==> src/rtl/alu_stage_pkg.sv <==
// Shared sizing and FSM state encoding for the ALU operand stage.
package alu_stage_pkg;
    localparam int W    = 32;
    localparam int NREG = 16;
    localparam int AW   = 4;

    typedef enum logic [1:0] {
        IDLE = 2'd0,
        EXEC = 2'd1,
        WB   = 2'd2
    } state_t;
endpackage

==> src/rtl/alu_regfile.sv <==
// NREG x W register file: two async read ports, two write ports (port A beats port B on an address clash).
module alu_regfile #(
    parameter int W    = alu_stage_pkg::W,
    parameter int NREG = alu_stage_pkg::NREG,
    parameter int AW   = $clog2(NREG)
) (
    input  logic          clk,
    input  logic          rst,
    input  logic [AW-1:0] i_ra_addr,
    output logic [W-1:0]  o_ra_data,
    input  logic [AW-1:0] i_rb_addr,
    output logic [W-1:0]  o_rb_data,
    input  logic          i_wa_en,
    input  logic [AW-1:0] i_wa_addr,
    input  logic [W-1:0]  i_wa_data,
    input  logic          i_wb_en,
    input  logic [AW-1:0] i_wb_addr,
    input  logic [W-1:0]  i_wb_data
);
    logic [W-1:0] r_mem [NREG];

    // Entry 0 is never written, so it reads as zero forever after reset.
    always_ff @(posedge clk or posedge rst) begin
        if (rst) begin
            for (int i = 0; i < NREG; i++) begin
                r_mem[i] <= '0;
            end
        end else begin
            for (int i = 1; i < NREG; i++) begin
                if (i_wa_en && (i_wa_addr == AW'(i))) begin
                    r_mem[i] <= i_wa_data;
                end else if (i_wb_en && (i_wb_addr == AW'(i))) begin
                    r_mem[i] <= i_wb_data;
                end
            end
        end
    end

    assign o_ra_data = r_mem[i_ra_addr];
    assign o_rb_data = r_mem[i_rb_addr];
endmodule

==> src/rtl/alu_operand_stage.sv <==
// Operand fetch / result writeback stage around an external combinational ALU.
module alu_operand_stage #(
    parameter int W    = alu_stage_pkg::W,
    parameter int NREG = alu_stage_pkg::NREG,
    parameter int AW   = $clog2(NREG)
) (
    input  logic          clk,
    input  logic          rst,
    input  logic          in_valid,
    output logic          in_ready,
    input  logic [3:0]    in_func,
    input  logic [AW-1:0] in_rs,
    input  logic [AW-1:0] in_rt,
    input  logic [AW-1:0] in_rd,
    input  logic          ld_en,
    input  logic [AW-1:0] ld_addr,
    input  logic [W-1:0]  ld_data,
    output logic [W-1:0]  alu_a,
    output logic [W-1:0]  alu_b,
    output logic [3:0]    alu_func,
    input  logic [W-1:0]  alu_y,
    output logic          done,
    output logic [W-1:0]  result,
    output logic          zero
);
    import alu_stage_pkg::*;

    state_t        r_state;
    state_t        w_next_state;
    logic          r_ready;
    logic          r_done;
    logic [W-1:0]  r_a;
    logic [W-1:0]  r_b;
    logic [3:0]    r_func;
    logic [AW-1:0] r_rd;
    logic [W-1:0]  r_result;
    logic          r_zero;
    logic          w_accept;
    logic          w_capture;
    logic          w_wb_en;
    logic          w_ready_next;
    logic          w_done_next;
    logic [W-1:0]  w_rs_data;
    logic [W-1:0]  w_rt_data;

    alu_regfile #(.W(W), .NREG(NREG), .AW(AW)) u_regfile (
        .clk       (clk),
        .rst       (rst),
        .i_ra_addr (in_rs),
        .o_ra_data (w_rs_data),
        .i_rb_addr (in_rt),
        .o_rb_data (w_rt_data),
        .i_wa_en   (w_wb_en),
        .i_wa_addr (r_rd),
        .i_wa_data (r_result),
        .i_wb_en   (ld_en),
        .i_wb_addr (ld_addr),
        .i_wb_data (ld_data)
    );

    // State register.
    always_ff @(posedge clk or posedge rst) begin
        if (rst) begin
            r_state <= IDLE;
        end else begin
            r_state <= w_next_state;
        end
    end

    // Next-state logic.
    always_comb begin
        w_next_state = r_state;
        case (r_state)
            IDLE:    w_next_state = (in_valid && r_ready) ? EXEC : IDLE;
            EXEC:    w_next_state = WB;
            WB:      w_next_state = IDLE;
            default: w_next_state = IDLE;
        endcase
    end

    // Per-state controls; ready and done are precomputed so they leave the block registered.
    always_comb begin
        w_accept     = 1'b0;
        w_capture    = 1'b0;
        w_wb_en      = 1'b0;
        w_ready_next = 1'b0;
        w_done_next  = 1'b0;
        case (r_state)
            IDLE: begin
                w_accept     = in_valid && r_ready;
                w_ready_next = !(in_valid && r_ready);
            end
            EXEC: begin
                w_capture   = 1'b1;
                w_done_next = 1'b1;
            end
            WB: begin
                w_wb_en      = (r_rd != '0);
                w_ready_next = 1'b1;
            end
            default: begin
                w_ready_next = 1'b0;
            end
        endcase
    end

    // Operand latches hold their value through IDLE until the next acceptance.
    always_ff @(posedge clk or posedge rst) begin
        if (rst) begin
            r_ready  <= 1'b0;
            r_done   <= 1'b0;
            r_a      <= '0;
            r_b      <= '0;
            r_func   <= 4'd0;
            r_rd     <= '0;
            r_result <= '0;
            r_zero   <= 1'b0;
        end else begin
            r_ready <= w_ready_next;
            r_done  <= w_done_next;
            if (w_accept) begin
                r_a    <= w_rs_data;
                r_b    <= w_rt_data;
                r_func <= in_func;
                r_rd   <= in_rd;
            end
            if (w_capture) begin
                r_result <= alu_y;
                r_zero   <= (alu_y == '0);
            end
        end
    end

    assign in_ready = r_ready;
    assign done     = r_done;
    assign alu_a    = r_a;
    assign alu_b    = r_b;
    assign alu_func = r_func;
    assign result   = r_result;
    assign zero     = r_zero;
endmodule

==> config.mk <==
export PLATFORM = sky130hd
export DESIGN_NAME = alu_operand_stage
export DESIGN_NICKNAME = d
export VERILOG_FILES = /design/src/rtl/alu_stage_pkg.sv /design/src/rtl/alu_regfile.sv /design/src/rtl/alu_operand_stage.sv
export SDC_FILE = /design/constraint.sdc
export NUM_CORES = 2
export LEC_CHECK = 0
export CAP_MARGIN = 40
export CORE_MARGIN = 8
export CORE_UTILIZATION = 35
export DETAILED_ROUTE_END_ITERATION = 7
export GPL_TIMING_DRIVEN = 0
export PLACE_DENSITY = 0.61
export SLEW_MARGIN = 10
export SYNTH_ARGS = -nofsm -noshare
export SYNTH_HDL_FRONTEND = slang
export SYNTH_SLANG_ARGS = --single-unit
==> constraint.sdc <==
create_clock -name clk -period 32.6 [get_ports clk]
set_clock_uncertainty 0.05 [all_clocks]
set_input_delay 9.78 -clock clk [delete_from_list [all_inputs] [get_ports clk]]
set_output_delay 9.78 -clock clk [all_outputs]
set_load 0.03 [all_outputs]
==> flow_metrics.env <==
export IMPL_dr_pass1_iters=6
export IMPL_avgSynthCellArea_um2=10.71
export IMPL_synth_seq_cells=588
export IMPL_synth_flop_cell="dfrtp_1"
export IMPL_whs_ps=425.0
export IMPL_gp_congestion=0.9688
export IMPL_hold_path_class="reg -> reg"
export IMPL_start_util=0.3511
export IMPL_timing_critical_path_to_type="register"
export IMPL_synth_warnings=32
export IMPL_grt_pass1_wl_um=202900
export IMPL_synth_top_area_cell="dfrtp_1"
export IMPL_clock_latency_ps=650
export IMPL_status="finished clean"
export IMPL_routed_wl_um=142400
export IMPL_cp_slowest_stage_delay_ps=580
export IMPL_pwr_density_cell_nw_per_um2=90.28
export IMPL_synth_distinct_cells=36
export IMPL_cp_data_required_time_ps=33090
export IMPL_period_share=0.3793
export IMPL_switching_share=0.3818
export IMPL_post_cts_buffers=0
export IMPL_drc=0
export IMPL_drt_met1_wl_um=55590
export IMPL_cts_resized_gates=0
export IMPL_cts_sinks=588
export IMPL_synthTopCellsByArea="dfrtp_1 44%, mux2i_1 17%, mux4_2 11%"
export IMPL_dieArea_um2=106800
export IMPL_routed_via_density=6.000
export IMPL_postCtsHoldBufs=0
export IMPL_path_class="in -> reg"
export IMPL_cts_tree="built"
export IMPL_synthArstFlopShare=1.000
export IMPL_nNetsFinal=3569
export IMPL_cp_slowest_cell="clkdlybuf4s50_1"
export IMPL_crit_arrival_ps=12850
export IMPL_finalHoldViolCount=0
export IMPL_post_drt_wl_per_cell_um=29.58
export IMPL_fp_dieW_um=326.8
export IMPL_drt_antenna_violating_nets=0
export IMPL_syn_area_um2=33810
export IMPL_finalSetupViolations=0
export IMPL_yosysMostFrequentCell="dfrtp_1"
export IMPL_worstMarginPinSlew_ps=960.2
export IMPL_synth_seq_area_share=0.4352
export IMPL_synth_common_cells="588 x dfrtp_1, 574 x mux2i_1, 396 x nor2_1, 384 x a21oi_1, 233 x clkbuf_1"
export IMPL_netlist_instances=3157
export IMPL_track_usage=0.2566
export IMPL_p_int_mw=2.269
export IMPL_grt_pass1_vias=28270
export IMPL_drv_slew=0
export IMPL_synth_enable_flop_cells=0
export IMPL_io_pins=191
export IMPL_power_frac_clock=0.234
export IMPL_start_kind="primary input"
export IMPL_route_met2_wl_um=63100
export IMPL_placed_cell_area_um2=38070
export IMPL_relSlewSlack=0.3598
export IMPL_r2r_slack_ps=29410
export IMPL_root_buffer="clkbuf_16"
export IMPL_irDropWorstVdd_uv=47.79
export IMPL_cts_inserted_buffers=74
export IMPL_switchingPower_mw=1.401
export IMPL_dr_max_layer_used="met5"
export IMPL_power_mw=3.670
export IMPL_drtIter0Drc=3410
export IMPL_vias=28890
export IMPL_rsz0062_at_grt="no"
export IMPL_area_delta_synth_final_pct=20.23
export IMPL_antenna_found_initial=8
export IMPL_crit_top_cell="buf_2"
export IMPL_grt_max_degree=112
export IMPL_dr_wl_met3_um=16130
export IMPL_fp_dieH_um=326.8
export IMPL_grt_overflow=0
export IMPL_port_buffers=185
export IMPL_synth_top_area_frac=0.4352
export IMPL_p_leak_nw=16.29
export IMPL_p_seq_frac=0.376
export IMPL_cts_htree_levels=3
export IMPL_fp_coreArea_um2=96280
export IMPL_cp_max_fo=10
export IMPL_post_route_min_period_ps=12360
export IMPL_drive_above_1_share=0.1561
export IMPL_power_frac_comb=0.389
export IMPL_fmax_mhz=80.88
export IMPL_path_cells="clkdlybuf4s50_1 > buf_2 > buf_2 > nor2b_1 > clkbuf_1 > a221oi_1 > nand3_1 > o211ai_1"
export IMPL_row_count=114
export IMPL_clk_path_buf_depth=3
export IMPL_hpwl_um=101500
export IMPL_path_clk_slew_ps=60
export IMPL_final_cell_area_um2=40650
export IMPL_drv_cap=0
export IMPL_syn_nets=3245
[layout make-up]
class | count | area (um^2)
inverter | 3 | 18.77
sequential | 588 | 14710
antenna | 2 | 5.005
fill | 9197 | 55630
buffer | 362 | 1505
multi-input combinational | 2204 | 17590
timing repair buffer | 248 | 2723
tap | 1276 | 1597
clock inverter | 28 | 342.8
clock buffer | 104 | 2147
[metrics by stage]
step	utilization	TNS, ps	setup WS [ps]	instances
2_1_floorplan	-	0	6315	3157
4_1_cts	0.4213	0	20370	4806
3_5_place_dp	0.3954	0	19710	4674
6_report	0.4222	0	20240	4815
5_1_grt	0.4221	0	20200	4814
3_3_place_gp	0.3869	-1334540	-2345	4618
[state kept, by name, indices dropped and copies added (netlist names)]
name and count:
zero 1, r_rd 4, u_regfile.r_mem 480, alu_a 32, result 32, in_ready 1, done 1, alu_b 32
alu_func 4, r_state 1
[layer usage]
| layer | up-vias | GRT usage |
|---|---|---|
| li1 | 12160 | - |
| met2 | 1828 | 0.3880 |
| met3 | 394 | 0.08808 |
| met4 | 10 | 0.1225 |
| met1 | 14500 | 0.3278 |
| met5 | - | 0.007243 |
[worst paths after layout]
check / from / to / cells after the start
worst max register to register: done / u_regfile.r_mem[389] / 5
worst max-delay path: in_rs[0] / alu_a[16] / 8
worst min-delay path: alu_func[3] / alu_func[3] / 2
min in group asynchronous: rst / alu_func[2] / 2
worst min register to register: alu_func[3] / alu_func[3] / 2
max in group asynchronous: rst / u_regfile.r_mem[277] / 4
[kinds of logic after synthesis]
family	share of synthesized area
flops	0.4352
mux	0.3202
simple gates	0.08594
buf+inv	0.04486
compound gates	0.1138
[worst max-delay path: cells and delay by family]
family	cells	cell delay (ps)
compound gates	2	720
simple gates	2	420
buf+inv	4	1900
[cells in the final DEF, fill, tap and decap left out, types with 4 or more instances in the layout]
cell type / instances
dfrtp_1: 588
buf_2: 69
buf_6: 38
o211ai_1: 32
buf_8: 22
mux2i_1: 574
mux2_2: 129
o21ai_0: 96
inv_6: 4
mux4_2: 161
clkbuf_8: 14
bufinv_16: 6
clkinv_2: 12
nor2_1: 396
nor4_1: 5
clkbuf_16: 76
nand2b_1: 6
nor3_1: 32
buf_16: 6
a221o_1: 63
clkdlybuf4s50_1: 185
buf_1: 52
buf_4: 5
nand3_1: 35
clkbuf_1: 247
a21oi_1: 384
nand2_1: 165
a221oi_1: 63
nor2b_1: 39
[power by group through the flow]
| stage | Sequential [mW] | Combinational (mW) | Clock, mW |
|---|---|---|---|
| 4_1_cts | 1.37 | 1.42 | 0.866 |
| 2_1_floorplan | 1.41 | 0.839 | 0 |
| 3_3_place_gp | 1.36 | 1.37 | 0 |
| 6_report | 1.38 | 1.43 | 0.860 |
| 3_5_place_dp | 1.37 | 1.41 | 0 |
| 5_1_grt | 1.42 | 1.53 | 0.896 |
(Power assumes the default switching activity.)
